[src/rtl/exe_pkg.sv]
// Shared types and constants for the execute-to-memory decoupling buffer.
package exe_pkg;

    localparam int unsigned bitWidth = 32;
    localparam logic [4:0]  REG_ZERO = 5'd0;

    typedef struct packed {
        logic [bitWidth-1:0] res;
        logic [4:0]          rd;
        logic                wb;
    } exe_entry_t;

endpackage

[src/rtl/exe_fwd_match.sv]
// Forwarding lookup over age-ordered buffer entries (index 0 oldest); youngest match wins.
module exe_fwd_match
    import exe_pkg::*;
#(
    parameter int unsigned Depth = 2
) (
    input  exe_entry_t          entries [Depth],
    input  logic [Depth-1:0]    valid,
    input  logic [4:0]          rs,
    output logic                hit,
    output logic [bitWidth-1:0] data
);

    // Later (younger) matches overwrite earlier ones, giving youngest-first priority.
    always_comb begin
        hit  = 1'b0;
        data = '0;
        for (int i = 0; i < int'(Depth); i++) begin
            if (valid[i] && entries[i].wb && (entries[i].rd == rs) && (rs != REG_ZERO)) begin
                hit  = 1'b1;
                data = entries[i].res;
            end
        end
    end

endmodule

[src/rtl/exe_mem_buffer.sv]
// Circular FIFO between execute and memory stages with operand-forwarding lookups.
module exe_mem_buffer
    import exe_pkg::*;
#(
    parameter int unsigned Depth = 2
) (
    input  logic                clk,
    input  logic                reset,
    input  logic                flush_i,
    input  logic                exe_valid_i,
    output logic                exe_ready_o,
    input  logic [bitWidth-1:0] exe_res_i,
    input  logic [4:0]          exe_rd_i,
    input  logic                exe_wb_i,
    output logic                mem_valid_o,
    input  logic                mem_ready_i,
    output logic [bitWidth-1:0] mem_res_o,
    output logic [4:0]          mem_rd_o,
    output logic                mem_wb_o,
    input  logic [4:0]          fwd_rs1_i,
    input  logic [4:0]          fwd_rs2_i,
    output logic                fwd_rs1_hit_o,
    output logic                fwd_rs2_hit_o,
    output logic [bitWidth-1:0] fwd_rs1_data_o,
    output logic [bitWidth-1:0] fwd_rs2_data_o
);

    localparam int unsigned PTR_W = $clog2(Depth);
    localparam int unsigned CNT_W = $clog2(Depth + 1);

    exe_entry_t       entries [Depth];
    exe_entry_t       aged    [Depth];
    logic [Depth-1:0] aged_vld;
    logic [PTR_W-1:0] wr_ptr;
    logic [PTR_W-1:0] rd_ptr;
    logic [CNT_W-1:0] count;
    logic             push;
    logic             pop;

    // Ready depends only on occupancy, so no memory-side signal reaches the execute side.
    assign exe_ready_o = (count != CNT_W'(Depth));
    assign mem_valid_o = (count != '0);
    assign push        = exe_valid_i & exe_ready_o;
    assign pop         = mem_valid_o & mem_ready_i;

    assign mem_res_o = entries[rd_ptr].res;
    assign mem_rd_o  = entries[rd_ptr].rd;
    assign mem_wb_o  = entries[rd_ptr].wb;

    always_ff @(posedge clk) begin
        if (reset) begin
            wr_ptr <= '0;
            rd_ptr <= '0;
            count  <= '0;
            for (int i = 0; i < int'(Depth); i++) begin
                entries[i] <= '0;
            end
        end else if (flush_i) begin
            wr_ptr <= '0;
            rd_ptr <= '0;
            count  <= '0;
        end else begin
            if (push) begin
                entries[wr_ptr] <= '{res: exe_res_i, rd: exe_rd_i, wb: exe_wb_i};
                wr_ptr          <= wr_ptr + PTR_W'(1);
            end
            if (pop) begin
                rd_ptr <= rd_ptr + PTR_W'(1);
            end
            case ({push, pop})
                2'b10:   count <= count + CNT_W'(1);
                2'b01:   count <= count - CNT_W'(1);
                default: count <= count;
            endcase
        end
    end

    // Rotate storage into age order (0 = head) so the matcher sees oldest-to-youngest.
    always_comb begin
        for (int i = 0; i < int'(Depth); i++) begin
            aged[i]     = entries[rd_ptr + PTR_W'(i)];
            aged_vld[i] = (CNT_W'(i) < count);
        end
    end

    exe_fwd_match #(.Depth(Depth)) u_fwd_rs1 (
        .entries (aged),
        .valid   (aged_vld),
        .rs      (fwd_rs1_i),
        .hit     (fwd_rs1_hit_o),
        .data    (fwd_rs1_data_o)
    );

    exe_fwd_match #(.Depth(Depth)) u_fwd_rs2 (
        .entries (aged),
        .valid   (aged_vld),
        .rs      (fwd_rs2_i),
        .hit     (fwd_rs2_hit_o),
        .data    (fwd_rs2_data_o)
    );

endmodule

[config.mk]
export PLATFORM = sky130hd
export DESIGN_NAME = exe_mem_buffer
export DESIGN_NICKNAME = d
export VERILOG_FILES = /design/src/rtl/exe_pkg.sv /design/src/rtl/exe_fwd_match.sv /design/src/rtl/exe_mem_buffer.sv
export SDC_FILE = /design/constraint.sdc
export NUM_CORES = 1
export LEC_CHECK = 0
export ABC_AREA = 0
export CORE_MARGIN = 5
export CORE_UTILIZATION = 30
export CTS_BUF_LIST = sky130_fd_sc_hd__clkbuf_4 sky130_fd_sc_hd__clkbuf_8
export DETAILED_ROUTE_END_ITERATION = 16
export DONT_BUFFER_PORTS = 1
export MAX_ROUTING_LAYER = met4
export SYNTH_ARGS = -nofsm -noshare
export SYNTH_HDL_FRONTEND = slang
export SYNTH_SLANG_ARGS = --single-unit
[constraint.sdc]
create_clock -name clk -period 3.6 [get_ports clk]
set_input_delay 0.9 -clock clk [delete_from_list [all_inputs] [get_ports clk]]
set_output_delay 0.9 -clock clk [all_outputs]
set_load 0.05 [all_outputs]
== Word-level counts from Yosys, hierarchy flattened ==
Memories as Yosys holds them, arrays and structs flattened. A register that Yosys moved wholly into a read port is not among the register bits.
Index checks and enable logic that the tools add are counted.
Widths: inputs -> output; s select.
Cells by class
  multiplexer cells: 20
  add/subtract/negate cells: 4
  order comparisons: 2
  bitwise gates (word level): 2
  reductions and logical operators: 16
  eq/ne operators: 7
Operators with widths (number)
  $mux 32: 4
  $mux 38: 1
  $reduce_or 38->1: 1
  $eq 5x5->1: 4
  $mux 1: 14
  $logic_and 1x1->1: 10
  $reduce_bool 5->1: 2
  $lt 1x2->1 const A: 2
  $pmux 2 s2: 1
  $reduce_bool 2->1: 2
  $add 1x1->1 const B: 2
  $add 2x1->2 const B: 1
  $and 1x1->1: 2
  $eq 2x1->1 const B: 1
  $eq 2x2->1 const B: 1
  $ne 2x2->1 const B: 1
  $reduce_or 2->1: 1
  $sub 2x1->2 const B: 1
Storage, ports and cells
  RAM bits: 76
  output and inout bits: 106
  register bits after elaboration: 4
  memories kept: 1
  logic and storage cells: 55
Memory list
  entries: depth 2, width 38, read ports 2, clocked after Yosys merged registers in 1, wr ports 2, RTL line exe_mem_buffer.sv:31  | exe_entry_t entries [Depth];

== Logic depth before layout (Yosys ltp) ==
  word-level depth: 8
  gate-level depth with buffers: 8

== Cells and area by module ==
Synthesis repeated with hierarchy kept, for this count alone.
Unflattened totals
  cells, all modules: 506
  area, all modules: 6209.7 um2
By module, submodules not included
  exe_mem_buffer: instances 1, area each 4372.9 um2, cells each 322
  exe_fwd_match: instances 2, area each 918.4 um2, cells each 92

== Least setup slack after synthesis ==
No wires, ideal clock.
  kind: input to output
  start point: in fwd_rs2_i[1]
  end point: out fwd_rs2_data_o[0]
  path buffers: 2
  arrival time: 2.894 ns
  stages: 6
  path slack: -0.194 ns
  cells stage by stage: or4_1 > nor2_1 > or4_1 > buf_2 > buf_6 > mux2i_1
On the way
  longest elaborated chain between the ends: 5
  elaborated cells between the ends (all ways): 9
  classes of those cells: eq/ne (2); mux (2); reduce/logical (5)
RTL lines
  from (decl): RTL line exe_mem_buffer.sv:21  | input logic [4:0] fwd_rs2_i,
  $eq 5x5->1: RTL line exe_fwd_match.sv:19  | if (valid[i] && entries[i].wb && (entries[i].rd == rs) && (rs != REG_ZERO)) begin
  $logic_and 1x1->1 (2 in a row): RTL line exe_fwd_match.sv:19
  $mux 32: RTL line exe_fwd_match.sv:19
  $mux 32 *: RTL line exe_fwd_match.sv:19
  to (decl): RTL line exe_mem_buffer.sv:25  | output logic [bitWidth-1:0] fwd_rs2_data_o
Mark *: on every way between the ends. The rest lies on a longest branch, timed or not.

== Worst setup path in the final report ==
  start point: reg rd_ptr
  end point: out fwd_rs2_data_o[9]
On the way
  longest elaborated chain between the ends: 6
  elaborated cells between the ends (all ways): 7
  classes of those cells: add/sub (1); eq/ne (1); mux (1); reduce/logical (3); memory (1)
RTL lines
  from (decl): RTL line exe_mem_buffer.sv:35  | logic [PTR_W-1:0] rd_ptr;
  from (signal assigned): RTL line exe_mem_buffer.sv:68  | rd_ptr <= rd_ptr + PTR_W'(1);
  $add 1x1->1 *: RTL line exe_mem_buffer.sv:81  | aged[i] = entries[rd_ptr + PTR_W'(i)];
  $mem_v2 2x38 *
  $eq 5x5->1 or $logic_and 1x1->1 (tied branches): RTL line exe_fwd_match.sv:19
  $logic_and 1x1->1 (2 in a row): RTL line exe_fwd_match.sv:19
  $mux 32 *: RTL line exe_fwd_match.sv:19
Marked as above.

==> results.sh <==
export IMPL_status="completed"
export IMPL_drive_above_1_share_pct=30.7
export IMPL_place_gp_congestion=0.817
export IMPL_worst_slew_pin_slew_ns=0.553
export IMPL_cts_tree="built"
export IMPL_die_y_um=144
export IMPL_fin_nets=590
export IMPL_dr_pass1_iters=5
export IMPL_grt_use_total_pct=15.4
export IMPL_grt_antenna_before_repair=0
export IMPL_synth_seq_cells=81
export IMPL_cts_buffers=9
export IMPL_synth_cells=469
export IMPL_hp_class="reg2reg"
export IMPL_io_pins=159
export IMPL_grt_pass1_vias=4290
export IMPL_power_density_nw_per_um2=331
export IMPL_drtIter0Drc=181
export IMPL_dieArea_um2=20600
export IMPL_vias=3953
export IMPL_post_dp_hpwl_um=11000
export IMPL_drc=0
export IMPL_relSlewSlack_pct=62.2
export IMPL_netlist_top_cells_area="edfxtp_1 43%, mux2i_1 20%, and2_1 8.9%"
export IMPL_final_cell_mix="78 x buf_4, 76 x and2_1, 76 x edfxtp_1"
export IMPL_io_buffers=0
export IMPL_antenna_left=0
export IMPL_grt_overflow_total=0
export IMPL_grt_max_degree=39
export IMPL_antenna_cells=0
export IMPL_core_rowCount=48
export IMPL_p_leak_nw=2.65
export IMPL_syn_area_um2=5360
export IMPL_wire_per_inst_um=20.4
export IMPL_synth_largest_area_cell="edfxtp_1"
export IMPL_grt_pass1_wl_um=23900
export IMPL_synth_top_cell_area_share_pct=42.6
export IMPL_cp_max_fo=17
export IMPL_period_share_pct=97.4
export IMPL_h_tree_depth=3
export IMPL_clk_latency_ns=0.36
export IMPL_synthToLayoutAreaGrowth_pct=25.6
export IMPL_fin_skew_ns=0.00886
export IMPL_power_mw=2.23
export IMPL_mostFrequentLayoutCell="buf_4"
export IMPL_whs_ns=0.570
export IMPL_max_freq_mhz=285
export IMPL_setup_viol=0
export IMPL_clock_root_buffer="clkbuf_8"
export IMPL_die_w_um=144
export IMPL_yosysSeqAreaShare_pct=44.5
export IMPL_worst_setup_path_type="reg2out"
export IMPL_clock_sinks=81
export IMPL_cp_arrival_ns=2.61
export IMPL_viasPerCell=5.18
export IMPL_core_um2=17400
export IMPL_hold_violations=0
export IMPL_avgSynthCellArea_um2=11.4
export IMPL_maxSlewViolCount=0
export IMPL_ir_worst_vdd_v=0.000192
export IMPL_routed_wl_um=15500
export IMPL_synth_nets=526
export IMPL_required_ns=2.70
export IMPL_initial_core_util_pct=30.7
export IMPL_period_needed_ns=3.51
export IMPL_start_kind="flip-flop"
export IMPL_maxCapViolations=0
export IMPL_clk_pin_slew_ns=0.09
export IMPL_fillers=1669
export IMPL_ys_warn_count=0
export IMPL_yosys_cell_types_count=33
export IMPL_end_kind="output port"
export IMPL_clock_path_buffers=2
## cells by family (layout without fill, tap and decap cells)
logic type | after synthesis | count (layout) | synth area share [%]
AOI/OAI and AO/OA | 3 | 3 | 0.771
xor gates and xnor gates | 24 | 24 | 3.93
adders and majority gates | 4 | 4 | 0.935
buffers and inverters | 49 | 118 | 4.18
DFF | 81 | 81 | 44.5
muxes | 140 | 140 | 27.1
and+or+nand+nor | 168 | 168 | 18.6
## state kept, by name (all words and copies together) (netlist names), named ones only
name	count
rd_ptr	1
wr_ptr	1
count	2
entries	76
## critical path, cell delays in order (launching register included)
cell	delay [ns]
dfxtp_4	0.48
buf_4	0.16
mux2i_1	0.06
or3_4	0.34
or4_4	0.58
buf_8	0.20
mux2i_1	0.19
buf_4	0.23
## metrics by stage
stage | instance area, um^2 | util [%] | worst slack (ns) | TNS (ns) | cells
2_1_floorplan | 5470 | - | -0.194 | -5.58 | 469
3_3_place_gp | 6380 | 36.7 | 0.154 | 0 | 745
3_5_place_dp | 6380 | 36.7 | 0.139 | 0 | 745
4_1_cts | 6620 | 38.0 | -0.00689 | -0.0103 | 761
5_1_grt | 6730 | 38.6 | -0.00896 | -0.0241 | 763
6_report | 6730 | 38.6 | 0.0940 | 0 | 763
## layout make-up
cell class                 instances  area [um^2]  share of cell area [%]
clock inverter                     6         58.8                   0.874
tap                              225          282                    4.19
timing repair buffer              92          817                    12.1
sequential                        81         2390                    35.5
clock buffer                      10          131                    1.95
multi-input combinational        339         3010                    44.7
inverter                          10         37.5                   0.558
## cells in the mapped netlist
library cell  instances
ha_1                  4
nor2b_1               2
clkinv_1              1
and2_1               76
or3_1                 1
nor3_2                1
mux2_2                3
nor4_1                2
a2111oi_0             1
inv_1                 8
dfxtp_1               5
a2111oi_4             1
inv_2                 1
nor3_1                5
xor2_1                8
mux2_1               30
or4_1                 2
mux2i_1             105
nand3_1              34
nor2_1                4
mux2i_2               2
xnor2_1              16
edfxtp_1             76
nor4b_1               1
nand4_1              33
buf_1                 4
nor4_2                1
buf_2                 8
nand2_1               4
a21oi_1               1
clkbuf_1             23
or2_1                 2
buf_6                 4
## power by group
part	switching, mW	leakage [nW]	internal (mW)	total, mW
clock	0.337	0.0931	0.323	0.660
combinational	0.340	1.72	0.118	0.458
sequential	0.0297	0.833	1.08	1.11
## worst paths after layout
kind	from	depth (start not counted)	end	slack (ns)
max	rd_ptr$_SDFFE_PP0P_	7	fwd_rs2_data_o[9]	0.09
min	count[0]$_SDFFE_PP0P_	2	count[0]$_SDFFE_PP0P_	0.57
max reg2reg	count[0]$_SDFFE_PP0P_	7	entries[0][2]$_SDFFCE_PN0P_	1.19
min reg2reg	count[0]$_SDFFE_PP0P_	2	count[0]$_SDFFE_PP0P_	0.57
## what timing repair did
action / CTS / global route
gates resized for setup: 11 / 19
buffers inserted: 0 / 2
pin swaps: 0 / 1
hold buffers: 0 / 0
setup endpoints to repair: 66 / 64
cloned: 0 / 0
## metal layers
layer | track usage [%] | share of wire (%)
met1 | 18.8 | 41
met2 | 25.3 | 50
met3 | 3.49 | 8.1
met4 | 5.40 | 1.4
met5 | - | 0
Power figures use the tool's default switching activity.
